===== src/rtl/rpn_entry_player.sv =====
// rpn_entry_player: replays one RPN calculation (A, B, Op, Return) as held, debounced presses.
// Build option: define RPN_PLAYER_STATUS_CHECK_EN to confirm each press via status_in with a timeout.
module rpn_entry_player #(
  parameter int HOLD_CYCLES    = 12,
  parameter int GAP_CYCLES     = 4,
  parameter int TIMEOUT_CYCLES = 64,
  parameter int DATA_W         = 16
) (
  input  logic              clk,
  input  logic              reset,
  input  logic              start,
  input  logic [DATA_W-1:0] op_a,
  input  logic [DATA_W-1:0] op_b,
  input  logic [1:0]        op_code,
  input  logic [DATA_W-1:0] display_in,
  input  logic [3:0]        flags_in,
  input  logic [2:0]        status_in,
  output logic [DATA_W-1:0] data_out,
  output logic              enter_out,
  output logic              busy,
  output logic              done,
  output logic              err,
  output logic [DATA_W-1:0] result,
  output logic [3:0]        result_flags,
  output logic [1:0]        phase
);

  localparam int MAX_HG  = (HOLD_CYCLES > GAP_CYCLES) ? HOLD_CYCLES : GAP_CYCLES;
  localparam int MAX_CNT = (MAX_HG > TIMEOUT_CYCLES) ? MAX_HG : TIMEOUT_CYCLES;
  localparam int CNT_W   = (MAX_CNT > 1) ? $clog2(MAX_CNT) : 1;

  localparam logic [CNT_W-1:0] HOLD_LAST = CNT_W'(HOLD_CYCLES - 1);
  localparam logic [CNT_W-1:0] GAP_LAST  = CNT_W'(GAP_CYCLES - 1);

  localparam logic [1:0] PH_A   = 2'd0;
  localparam logic [1:0] PH_B   = 2'd1;
  localparam logic [1:0] PH_OP  = 2'd2;
  localparam logic [1:0] PH_RET = 2'd3;

  typedef enum logic [2:0] {
    S_IDLE,
    S_LOAD,
    S_PRESS,
    S_GAP,
    S_WAIT_ACK,
    S_DONE
  } state_t;

  state_t            r_state;
  state_t            w_next_state;
  logic [1:0]        r_phase;
  logic [1:0]        w_next_phase;
  logic [CNT_W-1:0]  r_cnt;
  logic [DATA_W-1:0] r_a;
  logic [DATA_W-1:0] r_b;
  logic [1:0]        r_op;
  logic [DATA_W-1:0] r_data;
  logic              r_enter;
  logic              r_busy;
  logic              r_done;
  logic [DATA_W-1:0] r_result;
  logic [3:0]        r_result_flags;
  logic [DATA_W-1:0] w_load_data;
  logic              w_accept;
  logic              w_capture;
  logic              w_ack_seen;
  logic              w_wait_expired;

  assign w_accept = (r_state == S_IDLE) && start;

  // NOTE: every signal assigned in an always_comb gets a default first so no latch is inferred.
  always_comb begin
    w_next_state = r_state;
    w_next_phase = r_phase;
    w_capture    = 1'b0;
    case (r_state)
      S_IDLE: begin
        if (start) begin
          w_next_state = S_LOAD;
          w_next_phase = PH_A;
        end
      end
      S_LOAD:  w_next_state = S_PRESS;
      S_PRESS: if (r_cnt == HOLD_LAST) w_next_state = S_GAP;
      S_GAP:   if (r_cnt == GAP_LAST) w_next_state = S_WAIT_ACK;
      S_WAIT_ACK: begin
        if (w_ack_seen) begin
          w_capture = (r_phase == PH_OP);
          if (r_phase == PH_RET) begin
            w_next_state = S_DONE;
          end else begin
            w_next_state = S_LOAD;
            w_next_phase = r_phase + 2'd1;
          end
        end else if (w_wait_expired) begin
          w_next_state = S_DONE;
        end
      end
      S_DONE:  w_next_state = S_IDLE;
      default: w_next_state = S_IDLE;
    endcase
  end

  // Phase A is only ever loaded straight out of IDLE, before r_a has captured op_a.
  always_comb begin
    w_load_data = '0;
    case (w_next_phase)
      PH_A:    w_load_data = (r_state == S_IDLE) ? op_a : r_a;
      PH_B:    w_load_data = r_b;
      PH_OP:   w_load_data = {{(DATA_W-2){1'b0}}, r_op};
      default: w_load_data = '0;
    endcase
  end

  // NOTE: sequential state uses non-blocking assignments so all registers update together.
  always_ff @(posedge clk or posedge reset) begin
    if (reset) begin
      r_state        <= S_IDLE;
      r_phase        <= PH_A;
      r_cnt          <= '0;
      r_a            <= '0;
      r_b            <= '0;
      r_op           <= '0;
      r_data         <= '0;
      r_enter        <= 1'b0;
      r_busy         <= 1'b0;
      r_done         <= 1'b0;
      r_result       <= '0;
      r_result_flags <= '0;
    end else begin
      r_state <= w_next_state;
      r_phase <= w_next_phase;
      r_enter <= (w_next_state == S_PRESS);
      r_done  <= (w_next_state == S_DONE);

      if (w_next_state != r_state) r_cnt <= '0;
      else                         r_cnt <= r_cnt + 1'b1;

      if (w_accept) begin
        r_a    <= op_a;
        r_b    <= op_b;
        r_op   <= op_code;
        r_busy <= 1'b1;
      end else if (w_next_state == S_DONE) begin
        r_busy <= 1'b0;
      end

      if (w_next_state == S_LOAD) r_data <= w_load_data;

      if (w_capture) begin
        r_result       <= display_in;
        r_result_flags <= flags_in;
      end
    end
  end

`ifdef RPN_PLAYER_STATUS_CHECK_EN
  localparam logic [CNT_W-1:0] TIMEOUT_LAST = CNT_W'(TIMEOUT_CYCLES - 1);

  logic [2:0] r_snap;
  logic       r_ack;
  logic       r_err;

  // The ack flag is sticky from PRESS onward so a fast calculator response is not missed.
  always_ff @(posedge clk or posedge reset) begin
    if (reset) begin
      r_snap <= '0;
      r_ack  <= 1'b0;
      r_err  <= 1'b0;
    end else begin
      if (w_accept) begin
        r_err <= 1'b0;
      end else if (r_state == S_WAIT_ACK && !w_ack_seen && w_wait_expired) begin
        r_err <= 1'b1;
      end

      if (r_state == S_LOAD) begin
        r_snap <= status_in;
        r_ack  <= 1'b0;
      end else if ((r_state inside {S_PRESS, S_GAP, S_WAIT_ACK}) && (status_in != r_snap)) begin
        r_ack <= 1'b1;
      end
    end
  end

  assign w_ack_seen     = r_ack || (status_in != r_snap);
  assign w_wait_expired = (r_cnt == TIMEOUT_LAST);
  assign err            = r_err;
`else
  logic w_unused_status;

  assign w_unused_status = ^status_in;
  assign w_ack_seen      = 1'b1;
  assign w_wait_expired  = 1'b0;
  assign err             = 1'b0;
`endif

  assign data_out     = r_data;
  assign enter_out    = r_enter;
  assign busy         = r_busy;
  assign done         = r_done;
  assign result       = r_result;
  assign result_flags = r_result_flags;
  assign phase        = r_phase;

endmodule


===== config.mk =====
export PLATFORM = sky130hd
export DESIGN_NAME = rpn_entry_player
export DESIGN_NICKNAME = d
export VERILOG_FILES = /design/src/rtl/rpn_entry_player.sv
export SDC_FILE = /design/constraint.sdc
export NUM_CORES = 1
export LEC_CHECK = 0
export BUFFER_PORTS_ARGS = -buffer_cell sky130_fd_sc_hd__clkbuf_2
export CAP_MARGIN = 40
export CORE_ASPECT_RATIO = 0.7
export CORE_UTILIZATION = 40
export DETAILED_ROUTE_END_ITERATION = 8
export PLACE_DENSITY = 0.74
export REMOVE_ABC_BUFFERS = 1
export SYNTH_ARGS = -nofsm -noshare
export SYNTH_HDL_FRONTEND = slang
export SYNTH_SLANG_ARGS = --single-unit

===== constraint.sdc =====
create_clock -name clk -period 2.9 [get_ports clk]
set_input_delay 0.435 -clock clk [delete_from_list [all_inputs] [get_ports clk]]
set_output_delay 0.435 -clock clk [all_outputs]
set_load 0.005 [all_outputs]

==> metrics.txt <==
result of the run finished clean; number of core rows 25; CTS tree yes; arrival time worst endpoint approximately 2200 ps; power per unit of standard cell area 556 nW/µm²; fraction of the yosys area taken by sequential cells 0.594; Peak Freq between 500 and 600 MHz; post-route fraction of the period consumed by the critical path 0.675; flip-flop and latch count after synthesis 68; number of failing setup endpoints in the final timing report 0; final antenna diode count 0; unrepaired setup endpoints after global routing false; peak supply drop about 280 µV; type of element capturing the critical path flop; total global routing track utilization 0.175; y dimension of the die 72.8 µm; final worst setup slack 942 ps; Clock Skew between 5 and 6 ps; distinct cell type count after synthesis 40; average size of a mapped cell 13.1 µm²; Pleak 1.86 nW; final core utilization 0.536; HPWL reported at the end of detailed placement 4170 µm; Die X-Extent 103 µm; commonest cells after routing, fill and taps aside sky130_fd_sc_hd__clkbuf_2 (97), sky130_fd_sc_hd__dfrtp_1 (68), sky130_fd_sc_hd__mux2_2 (36); post-detailed-route via-to-cell ratio just under 5; Detailed Routing Iterations Pass 1 4; input/output buffers 97; IO Pins 102; share of final-layout standard cells stronger than drive strength 1 0.495; effective utilization at floorplan 0.418; Setup Fix Bufs, Post-CTS 0; final wirelength ~5900 µm; type of the most critical hold path in -> async; fin. max-slew vios 0; post-synth design cell area 2860 µm²; final estimated routing congestion in global placement 0.768; first-pass GRT wire length 9750 µm; total global routing overflow 0; count of clock tree sinks 68; Routed Antenna Nets 0; average wire per cell in the routed design 14.4 µm; transition at the pin with the smallest max-transition slack 717 ps; met2 wire length 2660 µm; worst slack at placement 941 ps; total negative slack 0 ps; met3 WL post-DR 459 µm; kind of launch point of the worst setup path flop; Tmin final approximately 2000 ps; cts bufs inserted 9; FFs w/ async S/R, synth 1.00; Yosys Warn Count 0; number of instances in the synthesized netlist 218; final-report hold violation count 0; dominant register cell in the synthesized netlist sky130_fd_sc_hd__dfrtp_1; commonest non-fill, non-tap cell in the layout sky130_fd_sc_hd__clkbuf_2; Crit path required time 3110 ps; uppermost routed layer met4; Starting DRT DRC Count 80; sum of routed wire segments on met1 roughly 2800 µm; total via count after detailed routing 2035; relative slew slack 0.521; core box area 6850 µm²; clock slew at reported path FFs about 70 ps; pin count of the biggest net entering global routing 38; area of the die approximately 7500 µm²; clock root buffer sky130_fd_sc_hd__clkbuf_8; max cap viols 0; maximum level of the CTS H-tree 3; biggest fanout along the worst timing path 14; CTS Hold Buffers Added 0; post-cts resize count 0; number of nets in the finished design 375; count of flip-flops with a built-in enable after synthesis 0; post-route DRC violation count 0; synthesis-to-finish area growth 28.3%; vias in the first global route about 2.1k; clock latency on the worst-skew pair 330 ps; number of antenna violations at the first check in global routing 0; maximum clock path buffer count 2; start-to-end type of the worst setup path reg -> reg
[layout make-up]
cell class,count,area [µm²]
Fill cell,603,3180
Sequential cell,68,1700
Multi-Input combinational cell,129,1060
Timing Repair Buffer,101,528
Clock buffer,10,138
Tap cell,94,118
Clock inverter,6,111
Inverter,5,18.8
[cell usage after synthesis, drive strengths merged, types with 3 or more instances]
library cell	number	area (µm²)
dfrtp	68	1700
a221o	14	143
o21ai	6	30.0
mux2	36	405
nor2	3	11.3
a21oi	5	25.0
and2	15	93.8
inv	5	18.8
clkbuf	4	15.0
nand2	10	37.5
nand3	5	25.0
buf	12	77.6
[registers in the layout, indices dropped and copies added, names as in the netlist]
name,count
busy,1
data_out,16
done,1
enter_out,1
phase,2
r_b,16
r_cnt,6
r_op,2
r_state,3
result,16
result_flags,4
[worst paths after layout]
path,cells past startpoint,slack [ps],from,to
max,3,940,r_state[1]$_DFF_PP0_,data_out[12]$_DFFE_PP0N_
min,2,200,reset,result_flags[1]$_DFFE_PP0P_
max reg2reg,3,940,r_state[1]$_DFF_PP0_,data_out[12]$_DFFE_PP0N_
min reg2reg,1,480,busy$_DFFE_PP0P_,busy$_DFFE_PP0P_
max in group asynchronous,3,2050,reset,phase[0]$_DFF_PP0_
min in group clk,3,310,op_b[1],r_b[1]$_DFFE_PP0P_
[layer usage]
| metal | vias to the layer above | GRT usage |
|---|---|---|
| met5 | - | 0 |
| met4 | 0 | 0.0610 |
| met3 | 7 | 0.0766 |
| met2 | 79 | 0.269 |
| met1 | 980 | 0.219 |
| li1 | 969 | - |
[cells by family after synthesis]
logic type / Yosys count / synth area share
xor gates and xnor gates: 3 / 0.00918
other: 1 / 0.00131
DFF: 68 / 0.594
muxes: 38 / 0.149
and+or+nand+nor: 49 / 0.100
buffers and inverters: 21 / 0.0389
adders and majority gates: 1 / 0.00437
AOI/OAI and AO/OA: 37 / 0.103
[critical path, stage by stage (launching register included)]
cell,delay [ps]
sky130_fd_sc_hd__dfrtp_1,500
sky130_fd_sc_hd__or2_4,310
sky130_fd_sc_hd__or3_1,620
sky130_fd_sc_hd__a221o_2,420
[per-stage QoR]
step | area (µm²) | power (mW) | std cells | hold slack (ps)
floorplan | 2770 | 1.05 | 202 | 449
global placement | 3430 | 1.12 | 397 | 468
detailed placement | 3430 | 1.12 | 397 | 469
CTS | 3670 | 2.08 | 413 | 217
global route | 3670 | 2.14 | 413 | 245
finish | 3670 | 2.04 | 413 | 196
[power by group]
group          switching (mW)  internal [mW]
clock network           0.348          0.594
logic                  0.0470         0.0609
registers              0.0149          0.977
Power figures use the tool's default switching activity.
